==> src/rtl/imm_decode_stage_if.sv <==
// imm_decode_stage_if: producer-side and consumer-side handshake channels of
// the immediate decode stage, bundled so the stage takes one bus port.
// slave  : the decode stage itself (accepts in_*, drives out_*).
// master : whoever drives the stage (producer + consumer, e.g. a bench).
interface imm_decode_stage_if #(
  parameter int XLEN  = 32,
  parameter int TAG_W = 32
);
  logic             in_valid;
  logic             in_ready;
  logic [31:0]      in_inst;
  logic [TAG_W-1:0] in_tag;

  logic             out_valid;
  logic             out_ready;
  logic [XLEN-1:0]  out_imm;
  logic [2:0]       out_fmt;
  logic [TAG_W-1:0] out_tag;
  logic             out_illegal;

  modport slave (
    input  in_valid, in_inst, in_tag, out_ready,
    output in_ready, out_valid, out_imm, out_fmt, out_tag, out_illegal
  );

  modport master (
    output in_valid, in_inst, in_tag, out_ready,
    input  in_ready, out_valid, out_imm, out_fmt, out_tag, out_illegal
  );
endinterface

==> src/rtl/imm_decode_stage.sv <==
// imm_decode_stage: decodes the RISC-V immediate of each incoming instruction
// and buffers the result in a 2-entry skid buffer (latency 1, FIFO order).
// Optional feature: define IMM_ILLEGAL_CHECK_EN to flag unrecognised opcodes
// (and inst[1:0] != 2'b11) as illegal; otherwise they decode as I-type.
module imm_decode_stage #(
  parameter int XLEN  = 32,
  parameter int TAG_W = 32
) (
  input  logic              clk,
  input  logic              rst,
  input  logic              flush,
  imm_decode_stage_if.slave bus
);

  localparam logic [2:0] FMT_I = 3'd0;
  localparam logic [2:0] FMT_S = 3'd1;
  localparam logic [2:0] FMT_B = 3'd2;
  localparam logic [2:0] FMT_U = 3'd3;
  localparam logic [2:0] FMT_J = 3'd4;
  localparam logic [2:0] FMT_Z = 3'd5;
  localparam logic [2:0] FMT_R = 3'd6;

  typedef enum logic [1:0] {S_EMPTY, S_ONE, S_TWO} state_e;

  typedef struct packed {
    logic [XLEN-1:0]  imm;
    logic [2:0]       fmt;
    logic [TAG_W-1:0] tag;
    logic             illegal;
  } entry_t;

  localparam entry_t RESET_ENTRY = '{imm: '0, fmt: FMT_R, tag: '0, illegal: 1'b0};

  // Pure combinational decode of one instruction word into a buffer entry.
  function automatic entry_t decode(input logic [31:0] inst, input logic [TAG_W-1:0] tag);
    entry_t          d;
    logic [31:0]     imm32;
    logic [XLEN-1:0] imm;
    logic            known;
    logic            zext;
    d     = RESET_ENTRY;
    d.tag = tag;
    imm32 = '0;
    known = 1'b1;
    zext  = 1'b0;
    case (inst[6:2])
      5'b01101, 5'b00101: begin // LUI, AUIPC
        d.fmt = FMT_U;
        imm32 = {inst[31:12], 12'b0};
      end
      5'b11011: begin // JAL
        d.fmt = FMT_J;
        imm32 = {{11{inst[31]}}, inst[31], inst[19:12], inst[20], inst[30:21], 1'b0};
      end
      5'b11001, 5'b00000, 5'b00100: begin // JALR, LOAD, OP-IMM
        d.fmt = FMT_I;
        imm32 = {{20{inst[31]}}, inst[31:20]};
      end
      5'b11000: begin // BRANCH
        d.fmt = FMT_B;
        imm32 = {{19{inst[31]}}, inst[31], inst[7], inst[30:25], inst[11:8], 1'b0};
      end
      5'b01000: begin // STORE
        d.fmt = FMT_S;
        imm32 = {{20{inst[31]}}, inst[31:25], inst[11:7]};
      end
      5'b11100: begin // SYSTEM: CSR zimm
        d.fmt = FMT_Z;
        zext  = 1'b1;
      end
      5'b01100: d.fmt = FMT_R; // OP
      5'b00110: begin // OP-IMM-32 exists only on RV64
        if (XLEN == 64) begin
          d.fmt = FMT_I;
          imm32 = {{20{inst[31]}}, inst[31:20]};
        end else begin
          known = 1'b0;
        end
      end
      5'b01110: begin // OP-32 exists only on RV64
        if (XLEN == 64) d.fmt = FMT_R;
        else            known = 1'b0;
      end
      default: known = 1'b0;
    endcase

    // Unrecognised opcodes fall back to the I layout.
    if (!known) begin
      d.fmt = FMT_I;
      imm32 = {{20{inst[31]}}, inst[31:20]};
    end

    // Sign-extend the 32-bit form from inst[31]; zimm is zero-extended.
    imm       = {XLEN{imm32[31]}};
    imm[31:0] = imm32;
    if (zext) begin
      imm      = '0;
      imm[4:0] = inst[19:15];
    end
    d.imm = imm;

`ifdef IMM_ILLEGAL_CHECK_EN
    if (!known || (inst[1:0] != 2'b11)) begin
      d.fmt     = FMT_R;
      d.imm     = '0;
      d.illegal = 1'b1;
    end
`else
    d.illegal = 1'b0;
`endif
    return d;
  endfunction

  state_e state_q, state_d;
  entry_t head_q, tail_q;
  entry_t dec_w;
  logic   in_ready_w, push, pop;
  logic   load_head_in, load_head_tail, load_tail;

`ifndef IMM_ILLEGAL_CHECK_EN
  // Low opcode bits are deliberately ignored when the check is disabled.
  logic unused_lsbs;
  assign unused_lsbs = ^bus.in_inst[1:0];
`endif

  assign dec_w      = decode(bus.in_inst, bus.in_tag);
  // Ready depends only on registered state and flush, never on out_ready.
  assign in_ready_w = (state_q != S_TWO) && !flush;
  assign push       = bus.in_valid && in_ready_w;
  assign pop        = bus.out_valid && bus.out_ready;

  // Buffer occupancy register.
  always_ff @(posedge clk) begin
    if (rst) state_q <= S_EMPTY;
    else     state_q <= state_d;
  end

  // Next occupancy and which storage slots to load this cycle.
  always_comb begin
    state_d        = state_q;
    load_head_in   = 1'b0;
    load_head_tail = 1'b0;
    load_tail      = 1'b0;
    if (flush) begin
      state_d = S_EMPTY;
    end else begin
      case (state_q)
        S_EMPTY: begin
          if (push) begin
            state_d      = S_ONE;
            load_head_in = 1'b1;
          end
        end
        S_ONE: begin
          if (push && !pop) begin
            state_d   = S_TWO;
            load_tail = 1'b1;
          end else if (!push && pop) begin
            state_d = S_EMPTY;
          end else if (push && pop) begin
            load_head_in = 1'b1;
          end
        end
        S_TWO: begin
          if (pop) begin
            state_d        = S_ONE;
            load_head_tail = 1'b1;
          end
        end
        default: state_d = S_EMPTY;
      endcase
    end
  end

  // Entry storage: head drives the outputs, tail is the skid slot.
  always_ff @(posedge clk) begin
    if (rst) begin
      head_q <= RESET_ENTRY;
      tail_q <= RESET_ENTRY;
    end else begin
      if (load_head_in)        head_q <= dec_w;
      else if (load_head_tail) head_q <= tail_q;
      if (load_tail)           tail_q <= dec_w;
    end
  end

  assign bus.in_ready    = in_ready_w;
  assign bus.out_valid   = (state_q != S_EMPTY);
  assign bus.out_imm     = head_q.imm;
  assign bus.out_fmt     = head_q.fmt;
  assign bus.out_tag     = head_q.tag;
`ifdef IMM_ILLEGAL_CHECK_EN
  assign bus.out_illegal = head_q.illegal;
`else
  assign bus.out_illegal = 1'b0;
`endif

endmodule

==> src/flat_wrapper.sv <==
// flat-port wrapper written by rule: the top's interface ports become plain ports
module imm_decode_stage_flat 
#(
  parameter int XLEN  = 32,
  parameter int TAG_W = 32
)
  (clk, rst, flush, bus_in_valid, bus_in_inst, bus_in_tag, bus_out_ready, bus_in_ready, bus_out_valid, bus_out_imm, bus_out_fmt, bus_out_tag, bus_out_illegal);
  imm_decode_stage_if #(.XLEN(XLEN), .TAG_W(TAG_W)) bus_i ();
  input  logic clk;
  input  logic rst;
  input  logic flush;
  input wire logic [$bits(bus_i.in_valid)-1:0] bus_in_valid;
  input wire logic [$bits(bus_i.in_inst)-1:0] bus_in_inst;
  input wire logic [$bits(bus_i.in_tag)-1:0] bus_in_tag;
  input wire logic [$bits(bus_i.out_ready)-1:0] bus_out_ready;
  output wire logic [$bits(bus_i.in_ready)-1:0] bus_in_ready;
  output wire logic [$bits(bus_i.out_valid)-1:0] bus_out_valid;
  output wire logic [$bits(bus_i.out_imm)-1:0] bus_out_imm;
  output wire logic [$bits(bus_i.out_fmt)-1:0] bus_out_fmt;
  output wire logic [$bits(bus_i.out_tag)-1:0] bus_out_tag;
  output wire logic [$bits(bus_i.out_illegal)-1:0] bus_out_illegal;
  assign bus_i.in_valid = bus_in_valid;
  assign bus_i.in_inst = bus_in_inst;
  assign bus_i.in_tag = bus_in_tag;
  assign bus_i.out_ready = bus_out_ready;
  assign bus_in_ready = bus_i.in_ready;
  assign bus_out_valid = bus_i.out_valid;
  assign bus_out_imm = bus_i.out_imm;
  assign bus_out_fmt = bus_i.out_fmt;
  assign bus_out_tag = bus_i.out_tag;
  assign bus_out_illegal = bus_i.out_illegal;
  imm_decode_stage #(.XLEN(XLEN), .TAG_W(TAG_W)) u_core (.clk(clk), .rst(rst), .flush(flush), .bus(bus_i));
endmodule
==> config.mk <==
export PLATFORM = sky130hd
export DESIGN_NAME = imm_decode_stage_flat
export DESIGN_NICKNAME = d
export VERILOG_FILES = /design/src/rtl/imm_decode_stage_if.sv /design/src/rtl/imm_decode_stage.sv /design/src/flat_wrapper.sv
export SDC_FILE = /design/constraint.sdc
export NUM_CORES = 1
export LEC_CHECK = 0
export BUFFER_PORTS_ARGS = -buffer_cell sky130_fd_sc_hd__buf_2
export CELL_PAD_IN_SITES_DETAIL_PLACEMENT = 1
export CELL_PAD_IN_SITES_GLOBAL_PLACEMENT = 2
export CORE_AREA = 2 2 138 140
export CTS_CLUSTER_DIAMETER = 30
export CTS_CLUSTER_SIZE = 28
export DETAILED_ROUTE_END_ITERATION = 6
export DIE_AREA = 0 0 140 142
export HOLD_SLACK_MARGIN = 0.03
export PLACE_DENSITY_LB_ADDON = 0.12
export SETUP_SLACK_MARGIN = 0.15
export SYNTH_ARGS = -nofsm -noshare
export SYNTH_HDL_FRONTEND = slang
export SYNTH_SLANG_ARGS = --single-unit
export TNS_END_PERCENT = 20
==> constraint.sdc <==
create_clock -name clk -period 5.6 [get_ports clk]
set_clock_uncertainty 0.2 [all_clocks]
set_input_delay 0.28 -clock clk [delete_from_list [all_inputs] [get_ports clk]]
set_output_delay 0.28 -clock clk [all_outputs]
set_load 0.03 [all_outputs]
# Word level (Yosys, flattened, before mapping)
# Index checks and enable logic that the tools add are counted.
classes:
  add_sub_neg: 0
  n_mul: 0
  div: 0
  order_cmp: 0
  eq_ne: 15
  shifts: 0
  muxes: 26
  bitwise_logic: 0
  reduce_logical: 18
ops:
  columns: ["cell", "count"]
  rows:
  - ["32-bit one-hot mux with 5 select lines", 1]
  - ["68-bit 2-to-1 mux", 2]
  - ["32-bit 2-to-1 mux", 2]
  - ["5-bit equality test, second input constant", 4]
  - ["3-bit one-hot mux with 6 select lines", 1]
  - ["5-bit by 4-bit equality test with 1-bit output, second input constant", 3]
  - ["1-bit 2-to-1 mux", 13]
  - ["5-bit by 3-bit equality test with 1-bit output, second input constant", 2]
  - ["10-bit OR reduction", 1]
  - ["2-bit 2-to-1 mux", 4]
  - ["1-bit logical AND", 6]
  - ["2-bit one-hot mux with 3 select lines", 1]
  - ["5-bit zero test", 1]
  - ["2-bit by 1-bit != test with 1-bit output, second input constant", 2]
  - ["2-bit nonzero test", 2]
  - ["2-bit OR reduction", 2]
  - ["1-bit zero test", 3]
  - ["3-bit 2-to-1 mux", 1]
  - ["3-bit by 1-bit != test with 1-bit output, second input constant", 1]
  - ["3-bit AND reduction", 1]
  - ["3-bit OR reduction", 1]
  - ["2-bit by 1-bit equality test with 1-bit output, second input constant", 1]
  - ["2-bit equality test, second input constant", 1]
  - ["2-bit zero test", 1]
  - ["2 further kinds", 2]
word_totals:
  reg_bits: 136
  latchBits: 0
  ram_bits: 0
  rom_bits: 0
  out_inout_bits: 70
  wordCells: 66
  mem_count: 0

# Longest topological paths before layout
# Gate-level depths: netlist of run 1.
depth:
  word_depth: 10
  depth_mapped: 8
  ltp_nobuf: 5

# Worst setup path after synthesis of run 1
# OpenSTA, ideal clock, no wires.
synth_timing:
  path_kind: "input-to-reg"
  start: "in bus_in_inst[4]"
  end: "reg u_core.head_q (netlist bit u_core.bus.out_imm[25])"
  arrival_ps: 1581
  slack_ps: 3685
  cell_stages: 7
  n_path_buf: 2
  path_cell_list: "buf_2 -> nand3b_1 -> a211oi_2 -> and3b_1 -> buf_4 -> a21oi_2 -> o22ai_1"
synth_via:
  elab_chain_len: 6
synth_rtl:
  columns: ["element", "line", "text"]
  rows:
  - ["start, declared", "flat_wrapper.sv:13", "input wire logic [$bits(bus_i.in_inst)-1:0] bus_in_inst;"]
  - ["5-bit equality test, or another cell as far along", "imm_decode_stage.sv:46", "case (inst[6:2])"]
  - ["3-bit OR reduction, or another cell as far along", null, null]
  - ["32-bit one-hot mux with 5 select lines or 1-bit 2-to-1 mux (tied branches)", null, null]
  - ["32-bit 2-to-1 mux", "imm_decode_stage.sv:88", "if (!known) begin"]
  - ["32-bit 2-to-1 mux (*)", "imm_decode_stage.sv:96", "if (zext) begin"]
  - ["68-bit 2-to-1 mux (*)", "imm_decode_stage.sv:181", "if (load_head_in) head_q <= dec_w;"]
  - ["end signal, assigned", "imm_decode_stage.sv:181", null]
  - ["end signal, assigned", "imm_decode_stage.sv:182", "else if (load_head_tail) head_q <= tail_q;"]
  - ["end, declared", "imm_decode_stage.sv:115", "entry_t head_q, tail_q;"]
# Every way passes the cells marked *; elsewhere a longest branch is shown, timed or not.
# A chain may end at the register's enable or synchronous reset.

# Worst setup path in the final report of run 1
layout_timing:
  start: "in bus_out_ready"
  end: "reg u_core.head_q (netlist bit u_core.bus.out_imm[4])"
layout_via:
  elab_chain_len: 8
layout_rtl:
  columns: ["element", "line", "text"]
  rows:
  - ["start, declared", "flat_wrapper.sv:15", "input wire logic [$bits(bus_i.out_ready)-1:0] bus_out_ready;"]
  - ["1-bit logical AND (*)", "imm_decode_stage.sv:130", "assign pop = bus.out_valid && bus.out_ready;"]
  - ["1-bit logical AND", "imm_decode_stage.sv:160", "end else if (push && pop) begin"]
  - ["1-bit 2-to-1 mux", "imm_decode_stage.sv:160", null]
  - ["1-bit 2-to-1 mux", "imm_decode_stage.sv:158", "end else if (!push && pop) begin"]
  - ["1-bit 2-to-1 mux", "imm_decode_stage.sv:155", "if (push && !pop) begin"]
  - ["1-bit one-hot mux with 2 select lines", "imm_decode_stage.sv:147", "case (state_q)"]
  - ["1-bit 2-to-1 mux", "imm_decode_stage.sv:144", "if (flush) begin"]
  - ["68-bit 2-to-1 mux or 2-bit nonzero test (tied branches)", null, null]
# Marked as above.

==> flow_summary.yaml, run 1 <==
status:
  violations: "DRC"
  status: "finished with violations"
worst_hold_path:
  min-delay-start: "bus_in_inst[31]"
  hold_path.class: "input pin to flip-flop"
synthesis:
  ys_seq_elements: 136
  synth_cell_types: 59
  ys_warn_count: 0
  syn_nets: 810
  syn_area_sq_um: 5980
  synthArstFlopShare: 0
  avgSynthCellArea_sq_um: 8.06
  synth_cells: 741
  ys_seq_area_frac: 0.456
  ys.flop_type: "dfxtp_1"
  synth_edf_count: 0
global_routing:
  grt_pass1_wl_microns: 33100
  overflow: 0
  antenna_found_initial: 0
  grt_pass1_vias: 6324
  grt_max_degree: 82
  grt_usage: 0.208
clock_network:
  clock_sinks: 136
  clock_latency_ns: 0.42
  cts_tree: "done"
  cts-resized-gates: 0
  cts_max_level: 4
  cts-root-buf: "clkbuf_16"
  clk_pin_slew_ns: 0.06
  cts_made_buffers: 17
  cts_buffer_depth: 2
flow_run:
  drv_cap: 0
final_layout:
  num_antenna_cells: 0
  register_area_sq_um: 2720
  finalInstanceArea_sq_um: 7950
  final_cell_mix: "nand2_1 (193), dfxtp_1 (136), buf_2 (134)"
  multi_input_area_sq_um: 2970
  drive_gt1_frac: 0.229
  final_common_cell: "nand2_1"
  fillCellCount: 2249
  area_delta_synth_final_pct: 33.0
  final_cells: 1138
  nets: 960
pwr:
  ir_drop_uv: 222
  power_mw: 2.64
  p_leak_nw: 3.27
  power_per_cell_area_nw_per_um2: 332
critical_path:
  path_cells: "dlygate4sd3_1 > buf_2 > nand2b_1 > nand2_4 > buf_4 > nand2_1 > o221ai_1 > a21oi_1"
  critPathLaunchType: "input pin"
  cpMaxStageDelayCell: "buf_4"
  critPathMaxFanout: 81
  path_class: "input pin to flip-flop"
  reg2reg_from: "u_core.state_q[1]"
  startpoint: "bus_out_ready"
  cp.arrival_ns: 2.98
  endpoint_kind: "flip-flop"
  worstPathRequired_ns: 5.70
  cpPeakStageDelay_ns: 0.71
die:
  die_w_microns: 140
  placementRows: 50
  die_h_microns: 142
  fp.coreArea_sq_um: 18500
  initial_core_util: 0.324
  io_pins: 139
  dieArea_sq_um: 19900
timing:
  worstMarginPinSlew_ns: 1.01
  rsz0062_at_grt: "no"
  finalSetupViolCount: 0
  hold_viol_final: 0
  period_share: 0.514
  fmax_mhz: 348
  finalSetupTns_ns: 0
  slew_headroom: 0.325
  fin_crit_ns: 2.88
  drv_slew: 0
drt:
  dr_total_vias: 6022
  ant_nets: 0
  drtIter0Drc: 275
  drt-total-wl_microns: 20500
  via_per_inst: 5.29
  wl_per_cell_microns: 18.0
  drtPass1Iterations: 7
  drc: 11
placement:
  hpwlAfterDp_microns: 12900
  io_buffers: 135
  dp_cells: 1054
  place.gp.congestion: 0.791
  dpl_cell_area_sq_um: 6760
[routing by layer]
| metal | global-route usage | part of all wire |
|---|---|---|
| met4 | 0.0649 | 0.014 |
| met2 | 0.358 | 0.49 |
| met1 | 0.266 | 0.46 |
| met3 | 0.0384 | 0.038 |
| met5 | 0 | 0 |
[critical path: cells and delay by family]
kind	cells	cell delay [ns]
AND/OR/NAND/NOR	3	0.89
AO/OA/AOI/OAI	2	0.38
buffers and inverters	3	1.42
[cells by family (layout without fill, tap and decap cells)]
kind of cell / after synthesis / in the layout / share of synthesized area
buffers and inverters: 72 / 235 / 0.0530
muxes: 19 / 19 / 0.0318
AOI/OAI and AO/OA: 194 / 194 / 0.225
and+or+nand+nor: 319 / 319 / 0.234
other: 1 / 1 / 0.000628
DFF: 136 / 136 / 0.456
[synthesized netlist by cell type, types with 6 or more instances]
cell / number / area, sq um
a21oi_1: 65 / 325
a311oi_1: 38 / 333
a21oi_2: 10 / 87.6
nor3_1: 6 / 30.0
nand3b_1: 7 / 52.6
clkbuf_1: 36 / 135
o21ai_2: 10 / 87.6
dfxtp_1: 136 / 2720
o22ai_1: 14 / 87.6
a221oi_1: 8 / 70.1
mux2i_1: 19 / 190
inv_1: 7 / 26.3
nand2_1: 195 / 732
buf_2: 21 / 105
nor2_1: 62 / 233
nand3_1: 11 / 55.1
o21ai_0: 15 / 75.1
[where the power goes]
part / leakage [nW] / switching, mW / total, mW / internal [mW]
Clock: 0.321 / 0.435 / 1.26 / 0.829
Combinational: 1.84 / 0.222 / 0.344 / 0.122
Sequential: 1.11 / 0.0238 / 1.03 / 1.01
Total: 3.27 / 0.681 / 2.64 / 1.96
[final timing paths]
| path | end | slack [ns] | depth (start not counted) |
|---|---|---|---|
| worst min register to register | u_core.tail_q[59] | 0.25 | 2 |
| worst min-delay path | u_core.bus.out_imm[31] | 0.05 | 3 |
| worst max register to register | u_core.bus.out_imm[4] | 2.86 | 6 |
| worst max-delay path | u_core.bus.out_imm[4] | 2.72 | 8 |
[per-stage QoR]
step	setup slack [ns]	util	hold WS (ns)
6_report	2.72	0.431	0.0465
2_1_floorplan	3.69	-	0.157
5_1_grt	2.53	0.431	0.0573
4_1_cts	2.74	0.431	0.0357
3_3_place_gp	2.90	0.366	0.234
3_5_place_dp	2.85	0.366	0.239
[timing repair]
action                    CTS  global route
hold buffers               52             0
buffers inserted            0             0
hold endpoints to repair  115             0
[area by class of cell]
| class | instances | area share |
|---|---|---|
| Inverter | 7 | 0.00331 |
| Clock buffer | 22 | 0.0597 |
| Sequential cell | 136 | 0.343 |
| Clock inverter | 10 | 0.0238 |
| Timing Repair Buffer | 196 | 0.159 |
| Multi-Input combinational cell | 533 | 0.374 |
| Tap cell | 234 | 0.0369 |
[flip-flops by register name, summed over array words and instances, names as in the netlist]
register	count
u_core.bus.out_fmt	3
u_core.bus.out_imm	32
u_core.bus.out_tag	32
u_core.state_q	2
u_core.tail_q	67
(Power assumes the default switching activity.)
==> run 2: changes to the inputs <==
--- a/config.mk
+++ b/config.mk
@@ -8,11 +8,11 @@
 export BUFFER_PORTS_ARGS = -buffer_cell sky130_fd_sc_hd__buf_2
 export CELL_PAD_IN_SITES_DETAIL_PLACEMENT = 1
 export CELL_PAD_IN_SITES_GLOBAL_PLACEMENT = 2
-export CORE_AREA = 2 2 138 140
+export CORE_AREA = 2 2 142 144
 export CTS_CLUSTER_DIAMETER = 30
 export CTS_CLUSTER_SIZE = 28
 export DETAILED_ROUTE_END_ITERATION = 6
-export DIE_AREA = 0 0 140 142
+export DIE_AREA = 0 0 144 146
 export HOLD_SLACK_MARGIN = 0.03
 export PLACE_DENSITY_LB_ADDON = 0.12
 export SETUP_SLACK_MARGIN = 0.15
==> constraint.sdc (replaced) <==
create_clock -name clk -period 2.94 [get_ports clk]
set_clock_uncertainty 0.2 [all_clocks]
set_input_delay 0.147 -clock clk [delete_from_list [all_inputs] [get_ports clk]]
set_output_delay 0.147 -clock clk [all_outputs]
set_load 0.03 [all_outputs]
==> run 2 against run 1 <==
Against the previous run:
- the run now ends clean
- register-to-register slack got worse by 2.4 ns
- via count decreased by 0.98%
- global-route usage fell by 1.2 points
- core utilization shrank 1.2 points
- cell count up 4.3%
- critical endpoint is now u_core.tail_q[23]
- largest power group unchanged
==> flow_summary.yaml, run 2 (same netlist as run 1, synthesis figures left out) <==
timing:
  rsz0062_at_grt: "no"
  hold_viol_final: 0
  worstMarginPinSlew_ns: 0.947
  period_share: 0.851
  fin_crit_ns: 2.50
  finalSetupViolCount: 0
  finalSetupTns_ns: 0
  fmax_mhz: 400
  drv_slew: 0
  slew_headroom: 0.369
global_routing:
  grt_max_degree: 68
  grt_pass1_vias: 6178
  grt_usage: 0.196
  grt_pass1_wl_microns: 32800
  overflow: 0
  antenna_found_initial: 0
drt:
  via_per_inst: 5.02
  dr_total_vias: 5963
  drc: 0
  drtPass1Iterations: 4
  drt-total-wl_microns: 20200
  ant_nets: 0
  drtIter0Drc: 320
  wl_per_cell_microns: 17.0
die:
  fp.coreArea_sq_um: 19300
  die_w_microns: 144
  die_h_microns: 146
  placementRows: 51
  initial_core_util: 0.309
  dieArea_sq_um: 21000
  io_pins: 139
critical_path:
  path_cells: "nor3b_2 > nand2_2 > buf_4 > nand2_1 > a21oi_1 > dlygate4sd3_1"
  critPathLaunchType: "flip-flop"
  reg2reg_from: "u_core.state_q[1]"
  r2r-end: "u_core.tail_q[23]"
  worstPathRequired_ns: 3.09
  cp.arrival_ns: 2.66
  cpPeakStageDelay_ns: 0.57
  path_class: "flip-flop to flip-flop"
  r2r_setup_slack_ns: 0.44
  startpoint: "u_core.state_q[1]"
  worst-path-stages: 6
  endpoint_kind: "flip-flop"
  crit_family: "buffers and inverters"
  path_buf_inv: 2
  cpMaxStageDelayCell: "dlygate4sd3_1"
  worstSetupEndpoint: "u_core.tail_q[23]"
  critPathMaxFanout: 46
  r2r_cells: 6
pwr:
  p_leak_nw: 3.34
  ir_drop_uv: 373
  power_per_cell_area_nw_per_um2: 585
final_layout:
  final_cells: 1187
  largest-register: "u_core.tail_q"
  utilization: 0.418
  final_common_cell: "nand2_1"
  drive_gt1_frac: 0.232
  num_antenna_cells: 0
  largest_reg_flops: 67
  area_delta_synth_final_pct: 35.4
  final_cell_mix: "nand2_1 (193), dfxtp_1 (136), buf_2 (134)"
  nets: 979
placement:
  hpwlAfterDp_microns: 13200
  io_buffers: 135
  place.gp.congestion: 0.799
  dp_cells: 1090
clock_network:
  cts_buffer_depth: 2
  clock_latency_ns: 0.41
  cts_max_level: 4
  clock_sinks: 136
  cts_made_buffers: 17
  cts-root-buf: "clkbuf_16"
  cts_tree: "done"
  clk_pin_slew_ns: 0.06
status:
  status: "finished clean"
worst_hold_path:
  hold_path.class: "input pin to flip-flop"
flow_run:
  drv_cap: 0
==> run 2: cell types whose count changed in the layout (fill, tap and decap cells not counted), sizes merged <==
cell         previous run  this run
dlygate4sd3            52        66
clkbuf                 22        17
clkinv                  2         7
bufinv                  5         2
clkinvlp                1         3
buf                   144       149
==> run 2: worst min-delay path by stage <==
stage | depth (start not counted) | start | slack, ns | end
floorplan | 1 | flush | 0.02 | u_core.state_q[0]
global placement | 3 | bus_in_tag[5] | 0.20 | u_core.tail_q[6]
detailed placement | 3 | bus_in_tag[1] | 0.21 | u_core.tail_q[2]
CTS | 5 | bus_in_inst[10] | 0.05 | u_core.bus.out_imm[3]
global route | 4 | bus_in_inst[3] | 0.07 | u_core.tail_q[33]
finish | 4 | bus_in_inst[3] | 0.07 | u_core.tail_q[33]
==> run 2: cell type report <==
class / instances / area [sq um]
Inverter: 7 / 26.3
Clock buffer: 17 / 425
Sequential cell: 136 / 2720
Tap cell: 265 / 332
Fill cell: 2348 / 11200
Clock inverter: 14 / 150
Timing Repair Buffer: 215 / 1460
Multi-Input combinational cell: 533 / 2980
==> run 2: timing repair <==
action,in CTS,in global routing
hold buffers,66,0
hold endpoints to repair,129,0
buffers inserted,0,0
resized for setup,0,1
endpoints found under the setup margin,0,8
==> run 2: through the flow <==
step           setup WS (ns)  hold slack (ns)  area, sq um  power (mW)
2_1_floorplan           1.09           0.0239         5980        2.39
3_5_place_dp           0.464            0.209         6850        2.61
4_1_cts                0.256           0.0461         8090        4.79
5_1_grt                0.239           0.0677         8090        4.94
3_3_place_gp           0.549            0.200         6850        2.60
6_report               0.439           0.0704         8090        4.73
==> run 2: per-layer routing <==
metal / vias to the layer above / GRT usage / part of all wire
met1: 2929 / 0.270 / 0.48
li1: 2926 / - / -
met4: 0 / 0.0397 / 0.0045
met5: - / 0 / 0
met3: 6 / 0.0372 / 0.028
met2: 102 / 0.320 / 0.49
==> run 2: tightest hold or removal path: stages <==
cell and delay, ns:
buf_2 0.25, a21oi_1 0.11, nand2_1 0.07, a21oi_1 0.05
==> run 2: power breakdown <==
part | total (mW) | leakage, nW | internal, mW | switching [mW]
sequential | 1.96 | 1.11 | 1.92 | 0.0431
combinational | 0.665 | 1.95 | 0.242 | 0.423
clock | 2.10 | 0.275 | 1.25 | 0.856
==> run 3: changes to the inputs <==
--- a/config.mk
+++ b/config.mk
@@ -8,11 +8,11 @@
 export BUFFER_PORTS_ARGS = -buffer_cell sky130_fd_sc_hd__buf_2
 export CELL_PAD_IN_SITES_DETAIL_PLACEMENT = 1
 export CELL_PAD_IN_SITES_GLOBAL_PLACEMENT = 2
-export CORE_AREA = 2 2 142 144
+export CORE_AREA = 2 2 138 140
 export CTS_CLUSTER_DIAMETER = 30
 export CTS_CLUSTER_SIZE = 28
 export DETAILED_ROUTE_END_ITERATION = 6
-export DIE_AREA = 0 0 144 146
+export DIE_AREA = 0 0 140 142
 export HOLD_SLACK_MARGIN = 0.03
 export PLACE_DENSITY_LB_ADDON = 0.12
 export SETUP_SLACK_MARGIN = 0.15
==> constraint.sdc (replaced) <==
create_clock -name clk -period 3 [get_ports clk]
set_clock_uncertainty 0.2 [all_clocks]
set_input_delay 0.15 -clock clk [delete_from_list [all_inputs] [get_ports clk]]
set_output_delay 0.15 -clock clk [all_outputs]
set_load 0.03 [all_outputs]
==> run 3 against run 2 <==
Against the previous run:
- the run now ends with DRC left
- worst setup slack improved by 0.15 ns
- core utilization increased by 1.3 points
- cell count shrank 3.5%
- count of clock-buffer cells in the layout is 1 higher
- fmax rose by 3.8%
- wire length increased by 1.1%
- non-clock buffer count down 9
- combinational power is 2% lower
- sequential share of layout area up 0.52 points
- first-iteration DRC count increased by 10%
- via count is 0.50% higher
- critical path type unchanged
- highest routed layer unchanged
==> flow_summary.yaml, run 3 (same netlist as run 1, synthesis figures left out) <==
final_layout:
  nets: 970
  area_delta_synth_final_pct: 33.3
  num_antenna_cells: 0
  fillCellCount: 2213
  drive_gt1_frac: 0.235
  final_cells: 1146
  final_common_cell: "nand2_1"
  largest_reg_flops: 67
  register_area_sq_um: 2720
  final_cell_mix: "nand2_1 (193), dfxtp_1 (136), buf_2 (134)"
  largest-register: "u_core.tail_q"
  multi_input_area_sq_um: 2970
global_routing:
  grt_usage: 0.207
  grt_pass1_wl_microns: 33100
  grt_max_degree: 57
  overflow: 0
  grt_pass1_vias: 6198
  antenna_found_initial: 0
pwr:
  p_clk_frac: 0.458
  intPower_mw: 3.50
  p_leak_nw: 3.28
  pwr-share-seq: 0.405
  ir_drop_uv: 397
  power.switching_mw: 1.26
  power_switching_share: 0.264
  combPwrFrac: 0.137
  power_mw: 4.76
  power_per_cell_area_nw_per_um2: 597
drt:
  dr_total_vias: 5993
  drtIter0Drc: 352
  drt-total-wl_microns: 20400
  via_per_inst: 5.23
  ant_nets: 0
  drtPass1Iterations: 7
  drc: 11
  wl_per_cell_microns: 17.8
critical_path:
  cpMaxStageDelayCell: "and3b_2"
  reg2reg_from: "u_core.state_q[1]"
  critPathLaunchType: "flip-flop"
  cpPeakStageDelay_ns: 0.64
  r2r-end: "u_core.bus.out_tag[14]"
  r2r_setup_slack_ns: 0.59
  critPathMaxFanout: 27
  r2r_cells: 5
  endpoint_kind: "flip-flop"
  worstPathRequired_ns: 3.10
  path_class: "flip-flop to flip-flop"
  cp.arrival_ns: 2.51
  path_cells: "nor2b_1 > and3b_2 > buf_4 > nand2_1 > a311oi_1"
die:
  io_pins: 139
  fp.coreArea_sq_um: 18500
  die_w_microns: 140
  placementRows: 50
  die_h_microns: 142
  initial_core_util: 0.324
  dieArea_sq_um: 19900
timing:
  hold_viol_final: 0
  fin_crit_ns: 2.41
  fmax_mhz: 415
  drv_slew: 0
  finalSetupViolCount: 0
  fin_ws_ns: 0.590
  hold_ws_ns: 0.0408
  finalSetupTns_ns: 0
  period_share: 0.803
  worstMarginPinSlew_ns: 0.690
  slew_headroom: 0.540
  rsz0062_at_grt: "no"
placement:
  dp_cells: 1062
  dpl_worst_slack_ns: 0.603
  io_buffers: 135
  place.gp.congestion: 0.786
  hpwlAfterDp_microns: 13400
clock_network:
  clk_pin_slew_ns: 0.06
  clock_sinks: 136
  cts_tree: "done"
  cts_buffer_depth: 2
  cts_made_buffers: 17
  clock_latency_ns: 0.41
  cts_max_level: 4
  post_cts_buffers: 0
  cts-root-buf: "clkbuf_16"
worst_hold_path:
  min_to: "u_core.state_q[0]"
  hold_path.class: "input pin to flip-flop"
  hold_depth: 4
  min-delay-start: "bus_in_valid"
flow_run:
  drv_cap: 0
status:
  status: "finished with violations"
  violations: "DRC"
[run 3: cell count changes in the layout (fill, tap and decap cells not counted), sizes merged]
cell,change
clkinv,-3
bufinv,+2
buf,+3
dlygate4sd3,-12
clkinvlp,-1
clkbuf,+1
[run 3: how the worst max path moves through the flow]
stage	startpoint	slack (ns)	to	cells after the start
finish	u_core.state_q[1]	0.59	u_core.bus.out_tag[14]	5
CTS	u_core.state_q[1]	0.54	u_core.bus.out_tag[14]	5
global placement	u_core.state_q[1]	0.72	u_core.bus.out_imm[22]	4
floorplan	u_core.state_q[1]	1.15	u_core.tail_q[48]	6
detailed placement	u_core.state_q[1]	0.60	u_core.bus.out_tag[14]	5
global route	u_core.state_q[1]	0.41	u_core.bus.out_tag[11]	5
[run 3: critical path: cells and delay by family (launching register included)]
kind | cells | cell delay [ns]
flops | 1 | 0.51
compound gates | 1 | 0.29
simple gates | 3 | 0.99
buf+inv | 1 | 0.30
[run 3: through the flow]
stage / utilization / area, sq um
2_1_floorplan: - / 5980
4_1_cts: 0.432 / 7970
3_3_place_gp: 0.370 / 6820
3_5_place_dp: 0.370 / 6820
5_1_grt: 0.432 / 7970
6_report: 0.432 / 7970
[run 3: cell type report]
cell class,count,area share
Multi-Input combinational cell,533,0.373
Tap cell,234,0.0367
Clock inverter,12,0.0221
Timing Repair Buffer,206,0.169
Inverter,7,0.00330
Sequential cell,136,0.342
Clock buffer,18,0.0539
[run 3: repair_timing]
action,CTS,global route
resized for setup,0,0
endpoints found under the hold margin,125,0
endpoints found under the setup margin,0,0
hold buffers,54,0
[run 3: power by group through the flow]
stage	Clock (mW)	Combinational [mW]	Sequential [mW]
floorplan	0	0.249	2.09
global placement	0	0.581	1.96
detailed placement	0	0.595	1.97
CTS	2.24	0.654	1.93
global route	2.33	0.706	1.94
finish	2.18	0.650	1.93
[run 3: per-layer routing]
layer | track usage | up-vias | share of wire | routed length [microns]
met3 | 0.0431 | 8 | 0.037 | 756
met2 | 0.349 | 109 | 0.49 | 9960
met1 | 0.274 | 2962 | 0.47 | 9530
met5 | 0 | - | 0 | 0
li1 | - | 2914 | - | -
met4 | 0.0532 | 0 | 0.0067 | 136
